**src/rtl/pattern_sweep_pkg.sv**
```systemverilog
// pattern_sweep_pkg: shared state type, MISR constants and Gray helper for the pattern sweep engine.
package pattern_sweep_pkg;
    typedef enum logic [1:0] {IDLE, APPLY, EMIT, DONE} sweep_state_t;
    localparam logic [15:0] SIG_POLY = 16'h1021;
    localparam logic [63:0] SIG_SEED = '1;
    function automatic logic [15:0] gray_of(input logic [15:0] b);
        return b ^ (b >> 1);
    endfunction
endpackage

```
**src/rtl/sweep_misr.sv**
```systemverilog
// sweep_misr: multiple-input signature register folding one response word per enabled cycle.
module sweep_misr
    import pattern_sweep_pkg::*;
#(
    parameter int SIG_W = 16,
    parameter int OUT_W = 1
) (
    input  logic             CK,
    input  logic             reset,
    input  logic             i_clear,
    input  logic             i_en,
    input  logic [OUT_W-1:0] i_data,
    output logic [SIG_W-1:0] o_sig
);
    localparam logic [SIG_W-1:0] POLY = SIG_W'(SIG_POLY);
    logic [SIG_W-1:0] r_sig;
    logic [SIG_W-1:0] w_next;
    assign w_next = (r_sig << 1) ^ (r_sig[SIG_W-1] ? POLY : '0) ^ SIG_W'(i_data);
    assign o_sig = r_sig;
    always_ff @(posedge CK or negedge reset) begin
        if (!reset)
            r_sig <= '0;
        else if (i_clear)
            r_sig <= SIG_W'(SIG_SEED);
        else if (i_en)
            r_sig <= w_next;
    end
endmodule

```
**src/rtl/pattern_sweep_capture.sv**
```systemverilog
// pattern_sweep_capture: drives every input pattern (binary or Gray) onto a test core, captures
// each settled response as a valid/ready record and compacts the responses into a MISR signature.
module pattern_sweep_capture
    import pattern_sweep_pkg::*;
#(
    parameter int IN_W   = 3,
    parameter int OUT_W  = 1,
    parameter int SETTLE = 1,
    parameter int SIG_W  = 16
) (
    input  logic             CK,
    input  logic             reset,
    input  logic             start,
    input  logic             mode,
    input  logic             abort,
    output logic [IN_W-1:0]  stim,
    input  logic [OUT_W-1:0] resp,
    output logic             rec_valid,
    input  logic             rec_ready,
    output logic [IN_W-1:0]  rec_pattern,
    output logic [OUT_W-1:0] rec_resp,
    output logic             busy,
    output logic             done,
    output logic [SIG_W-1:0] signature
);
    localparam int STW = SETTLE > 1 ? $clog2(SETTLE) : 1;
    localparam logic [IN_W:0] LAST = {1'b0, {IN_W{1'b1}}};
    sweep_state_t     r_state;
    logic [IN_W:0]    r_cnt;
    logic [STW-1:0]   r_set;
    logic             r_mode;
    logic [IN_W-1:0]  r_stim;
    logic [IN_W-1:0]  r_pat;
    logic [OUT_W-1:0] r_resp;
    logic [IN_W:0]    w_cnt_inc;
    logic [IN_W-1:0]  w_next_pat;
    logic             w_go;
    logic             w_xfer;
    logic             w_settled;
    assign w_go       = r_state == IDLE && start;
    assign w_xfer     = r_state == EMIT && rec_ready && !abort;
    assign w_settled  = r_set == STW'(SETTLE - 1);
    assign w_cnt_inc  = r_cnt + 1'b1;
    assign w_next_pat = r_mode ? IN_W'(gray_of(16'(w_cnt_inc[IN_W-1:0]))) : w_cnt_inc[IN_W-1:0];
    assign stim        = r_stim;
    assign rec_pattern = r_pat;
    assign rec_resp    = r_resp;
    assign rec_valid   = r_state == EMIT;
    assign busy        = r_state == APPLY || r_state == EMIT;
    assign done        = r_state == DONE;
    // Abort outranks everything, including a transfer landing on the same edge.
    always_ff @(posedge CK or negedge reset) begin
        if (!reset) begin
            r_state <= IDLE;
            r_cnt   <= '0;
            r_set   <= '0;
            r_mode  <= 1'b0;
            r_stim  <= '0;
            r_pat   <= '0;
            r_resp  <= '0;
        end else if (abort && r_state != IDLE) begin
            r_state <= IDLE;
            r_stim  <= '0;
        end else begin
            case (r_state)
                IDLE: if (start) begin
                    r_state <= APPLY;
                    r_cnt   <= '0;
                    r_set   <= '0;
                    r_mode  <= mode;
                    r_stim  <= '0;
                end
                APPLY: if (w_settled) begin
                    r_state <= EMIT;
                    r_set   <= '0;
                    r_pat   <= r_stim;
                    r_resp  <= resp;
                end else begin
                    r_set <= r_set + 1'b1;
                end
                EMIT: if (rec_ready) begin
                    if (r_cnt == LAST) begin
                        r_state <= DONE;
                        r_stim  <= '0;
                    end else begin
                        r_state <= APPLY;
                        r_cnt   <= w_cnt_inc;
                        r_stim  <= w_next_pat;
                    end
                end
                default: r_state <= IDLE;
            endcase
        end
    end
    sweep_misr #(.SIG_W(SIG_W), .OUT_W(OUT_W)) u_misr (
        .CK(CK),
        .reset(reset),
        .i_clear(w_go),
        .i_en(w_xfer),
        .i_data(r_resp),
        .o_sig(signature)
    );
endmodule

```
**config.mk**
```make
export PLATFORM = sky130hd
export DESIGN_NAME = pattern_sweep_capture
export DESIGN_NICKNAME = d
export VERILOG_FILES = /design/src/rtl/pattern_sweep_pkg.sv /design/src/rtl/sweep_misr.sv /design/src/rtl/pattern_sweep_capture.sv
export SDC_FILE = /design/constraint.sdc
export NUM_CORES = 1
export LEC_CHECK = 0
export BUFFER_PORTS_ARGS = -buffer_cell sky130_fd_sc_hd__buf_2
export CAP_MARGIN = 20
export CORE_ASPECT_RATIO = 1.4
export CORE_MARGIN = 2
export CORE_UTILIZATION = 52
export CTS_CLUSTER_DIAMETER = 100
export CTS_CLUSTER_SIZE = 25
export DETAILED_ROUTE_END_ITERATION = 10
export GPL_ROUTABILITY_DRIVEN = 0
export GPL_TIMING_DRIVEN = 0
export PLACE_DENSITY = 0.9
export SYNTH_ARGS = -nofsm -noshare
export SYNTH_HDL_FRONTEND = slang
export SYNTH_SLANG_ARGS = --single-unit
```
**constraint.sdc**
```tcl
create_clock -name CK -period 2.1 [get_ports CK]
set_clock_uncertainty 0.1 [all_clocks]
set_input_delay 0.42 -clock CK [delete_from_list [all_inputs] [get_ports CK]]
set_output_delay 0.42 -clock CK [all_outputs]
set_load 0.01 [all_outputs]
```
Yosys cells after proc, flatten, opt, wreduce, memory -nomap -nowiden
Index checks and enable logic that the tools add are counted.

Equal/unequal tests: 10. Mux-type cells: 22. Reduce and logical (&&, ||, !) cells: 18. Bitwise gates (word level): 5. Add/sub/neg operators: 2.

Operators with widths (count): 16-bit 2-to-1 mux (2); 16-bit by 1-bit XOR with 16-bit output (1); 16-bit XOR (1); 3-bit 2-to-1 mux (5); 3-bit AND reduction (5); 13-bit 2-to-1 mux (1); 4-bit 2-to-1 mux (3); 2-bit 2-to-1 mux (5); 4-bit case mux with 2 select lines (1); 2-bit nonzero test (4); 3-bit by 2-bit != test with 1-bit output, second input constant (2); 2-bit case mux with 3 select lines (1); 3-bit case mux with 2 select lines (1); 5-bit AND reduction (1); 4-bit by 1-bit adder with 4-bit output, second input constant (1); 2-bit == test, second input constant (2); 4-bit by 3-bit == test with 1-bit output, second input constant (1); 1-bit logical AND (4); 2-bit != test, second input constant (2); 3-bit by 1-bit != test with 1-bit output, second input constant (1); 3-bit nonzero test (1); 3-bit by 2-bit XOR with 3-bit output (1); 2-bit by 1-bit == test with 1-bit output, second input constant (1); 2-bit logical NOT (1); other kinds (7) (9).

Output and inout port bits: 26. Bits in registers: 31. Logic and storage cells: 65.

Logic depth before layout (Yosys ltp)
Depth after elaboration: 7. Mapped depth: 8. Depth with buffers taken out: 6.

Hierarchy
A second synthesis with hierarchy kept.

Cells, all modules: 131. Area, all modules: 1508.9 sq um.

By module, submodules not included: pattern_sweep_capture (instances 1, area an instance 810.8 sq um, cells each 74, seq. area each 350.3 sq um); sweep_misr (instances 1, area an instance 698.2 sq um, cells each 57, seq. area each 400.4 sq um).

Least setup slack after synthesis
No wires, ideal clock.

Path kind: reg2reg. Start point: register r_state[0]. End point: register u_misr.r_sig[13], in the netlist u_misr.o_sig[13]. Slack: 0.312 ns. Data arrival time: 1.546 ns. Cell stages (with the launch flop): 9. Library setup time: 0.141 ns. Path through: dfrtp_1 > inv_1 > ha_1 > nand2_2 > or2_1 > buf_6 > buf_6 > nand2_1 > nand3_1.

Cells in the longest elaborated chain, start to end: 4.

RTL lines: from (decl) (RTL line pattern_sweep_capture.sv:28) `sweep_state_t r_state;`; from (signal assigned) (RTL line pattern_sweep_capture.sv:54) `r_state <= IDLE;`; from (signal assigned) (RTL line pattern_sweep_capture.sv:62) `r_state <= IDLE;`; from (signal assigned) (RTL line pattern_sweep_capture.sv:67) `r_state <= APPLY;`; 2-bit == test; via rec_valid (RTL line pattern_sweep_capture.sv:18) `output logic rec_valid,`; 1-bit logical AND (2 in a row) (RTL line pattern_sweep_capture.sv:41) `assign w_xfer = r_state == EMIT && rec_ready && !abort;`; 2-bit nonzero test (no line); to (signal assigned) (RTL line sweep_misr.sv:24) `r_sig <= SIG_W'(SIG_SEED);`; to (signal assigned) (RTL line sweep_misr.sv:26) `r_sig <= w_next;`; to (decl) (RTL line sweep_misr.sv:16) `logic [SIG_W-1:0] r_sig;`.

The timed path passes the listed nets, and every way through them passes these cells. A chain may end at the register's enable or synchronous reset.

Worst setup path in the final report
Start point: register r_state[0]. End point: output port rec_valid.

Cells in the longest elaborated chain, start to end: 1.

RTL lines: 2-bit == test (RTL line pattern_sweep_capture.sv:48) `assign rec_valid = r_state == EMIT;`; to (decl) (RTL line pattern_sweep_capture.sv:18).

No other way between the ends.

==> flow_summary.ini <==
[floorplan]
start_util_pct = 54.02
core_area_mm2 = 0.002615
die_h_um = 65.67
io_pins = 33
die_width_um = 48.05
num_rows = 22
dieArea_mm2 = 0.003155

[sta]
min_period_over_period_pct = 93.50
slew_viol_final = 0
worst_pin_slew_ps = 651.2
rsz0062_at_grt = no
max_freq_mhz = 509.3
fin_crit_ps = 1963
tns_ps = 0
holdWs_ps = -2.379
setup_viol = 0
relSlewSlack_pct = 56.59
hold_violations = 3

[clock_network]
cts_tree = built
cts-hold-fix-buffers = 0
cts_root_buf = clkbuf_4
path_clk_slew_ps = 90
clock_sinks = 30
clock_latency_ps = 340
htree_levels = 2
cts_resized = 0
postCtsSetupBuffers = 0
cts_made_buffers = 5
clockBufferDepth = 2

[place]
io_buffers = 32
hpwl_um = 2100

[yosys]
syn_area_mm2 = 0.001413
yosysWarnings = 0
avgSynthCellArea_um2 = 10.24
synth_seq_area_share_pct = 53.14
syn-num-nets = 150
synth_cell_type_count = 32
synth_seq_cells = 30
synthCells = 138

[critical_path]
worstPathMaxFanout = 8
end_kind = output port
startpoint = r_state[0]
reg2reg_to = u_misr.o_sig[11]
critPathKind = flip-flop to output port
cp.required_ps = 1580
r2r-start = r_state[0]
ff2ff_path_depth = 8
crit_path_end = rec_valid
startpoint_type = flip-flop
r2r_slack_ps = 150
arrival_ps = 1440

[layout]
nets = 189
drive_gt1_share_pct = 29.78
antennaDiodeCount = 0
area_growth_pct = 18.78
fin_util_pct = 64.16

[detailed_routing]
drt_wl_total_um = 2897
via_count = 1170
dr.pass1.iters = 4
drc_errors = 0
vias_per_cell = 5.467
drtIter0Drc = 34
antenna_left = 0
routedWlPerCell_um = 13.54

[job]
drv_cap = 0

[run_status]
violations = negative hold slack
status = finished with violations

[power]
p_int_uw = 1350
p_sw_uw = 884.2
ir_worst_vdd_mv = 0.7408
combPwrFrac_pct = 40.9
cellLeakagePower_uw = 0.0008246
clkPwrFrac_pct = 16.3
p_sw_share_pct = 39.57
pwr-share-seq_pct = 42.8
powerDensity_mw_per_mm2 = 1332

[grt]
grt_pass1_wl_um = 4692
grt_usage_pct = 21.31
grt_pass1_vias = 1105
grt_max_degree = 31
grt_overflow = 0
grt_antenna_before_repair = 0

[hold_path]
min-delay-path-class = primary input to asynchronous set/reset pin
power groups by stage:
stage	registers [uW]	clock network, uW	logic (uW)
6_report	956	365	914
3_5_place_dp	970	0	914
2_1_floorplan	1020	0	530
4_1_cts	957	372	922
5_1_grt	983	409	1040
3_3_place_gp	955	0	884
through the flow:
step	std cells	total power, uW	worst slack (ps)	instance area (um2)
6_report	214	2234	136.6	1678
2_1_floorplan	138	1548	312.5	1413
3_5_place_dp	206	1884	197.9	1618
4_1_cts	214	2252	157.3	1678
3_3_place_gp	206	1839	270.2	1618
5_1_grt	214	2436	47.39	1678
cell usage after synthesis:
master     number  area (um2)
a22o_1          3       26.28
nor3_1          1       5.000
o21ai_0         3       15.01
nand2_1        36       135.1
buf_6           2       22.52
or2_2           1       6.260
mux2i_1         1       10.01
o21bai_1        1       7.510
a32o_1          1       10.01
or2_1           1       6.260
and3b_1         1       8.760
nand2_2         1       6.260
dfrtp_1        30       750.7
o2bb2ai_1       1       8.760
o221a_2         1       11.26
nor2b_1         1       6.260
and2b_1         1       7.510
a21oi_1         4       20.02
xnor2_1         4       35.03
a21boi_0        1       7.510
o22a_1          1       8.760
inv_1           3       11.26
nand2b_1        2       12.51
clkbuf_1        1       3.750
xor2_1          1       8.760
o22ai_2         1       12.51
o211ai_1        3       22.52
nand3_1        15       75.07
buf_2           2       10.01
mux2_2          6       67.56
ha_1            5       62.56
nor2_1          3       11.26
layout make-up:
cell class	count	area, um2
multi-input cells	100	614.3
inverters	3	11.26
plain buffers	5	36.28
clock inverters	1	5.005
flip-flops and latches	30	750.7
repair buffers	32	160.2
fillers	221	937.1
well taps	36	45.04
clock buffers	7	55.05
critical path: stages (launching register included):
cell and delay (ps):
dfrtp_1 430, inv_1 130, ha_1 350, buf_2 200
layer usage:
layer | global-route usage (%) | wire (um)
met1 | 23.33 | 1183
met3 | 6.593 | 154
met2 | 35.33 | 1485
met4 | 10.47 | 73
met5 | 0 | 0
worst min path at each step:
stage	start	endpoint	depth (start not counted)
after floorplan	reset	r_cnt[0]	0
after global placement	reset	u_misr.o_sig[8]	1
after detailed placement	reset	u_misr.o_sig[8]	1
after CTS	reset	u_misr.o_sig[5]	1
after global routing	reset	u_misr.o_sig[15]	1
final	reset	r_state[0]	1
kinds of logic after synthesis:
group,Yosys count,share of synthesized area [%]
AO/OA/AOI/OAI,20,10.63
multiplexers,7,5.491
adder cells (fa/ha/maj),5,4.429
XOR/XNOR,5,3.100
buffers and inverters,8,3.365
flip-flops,30,53.14
AND/OR/NAND/NOR,63,19.84
flip-flops by register name (all words and copies together), names as in the netlist:
| signal | count |
|---|---|
| u_misr.o_sig | 16 |
| r_cnt | 4 |
| rec_pattern | 3 |
| stim | 3 |
| r_state | 2 |
| r_mode | 1 |
| rec_resp | 1 |
layout by cell type (no fill, tap or decap), drive strengths merged:
cell      n
nand2    37
buf      36
dfrtp    30
nand3    15
clkbuf    8
mux2      6
ha        5
a21oi     4
xnor2     4
inv       3
nor2      3
o211ai    3
o21ai     3
a22o      3
nand2b    2
or2       2
and2b     1
o22a      1
o22ai     1
nor2b     1
and3b     1
nor3      1
xor2      1
o221a     1
a32o      1
o2bb2ai   1
mux2i     1
a21boi    1
o21bai    1
clkinv    1
Power figures use the tool's default switching activity.
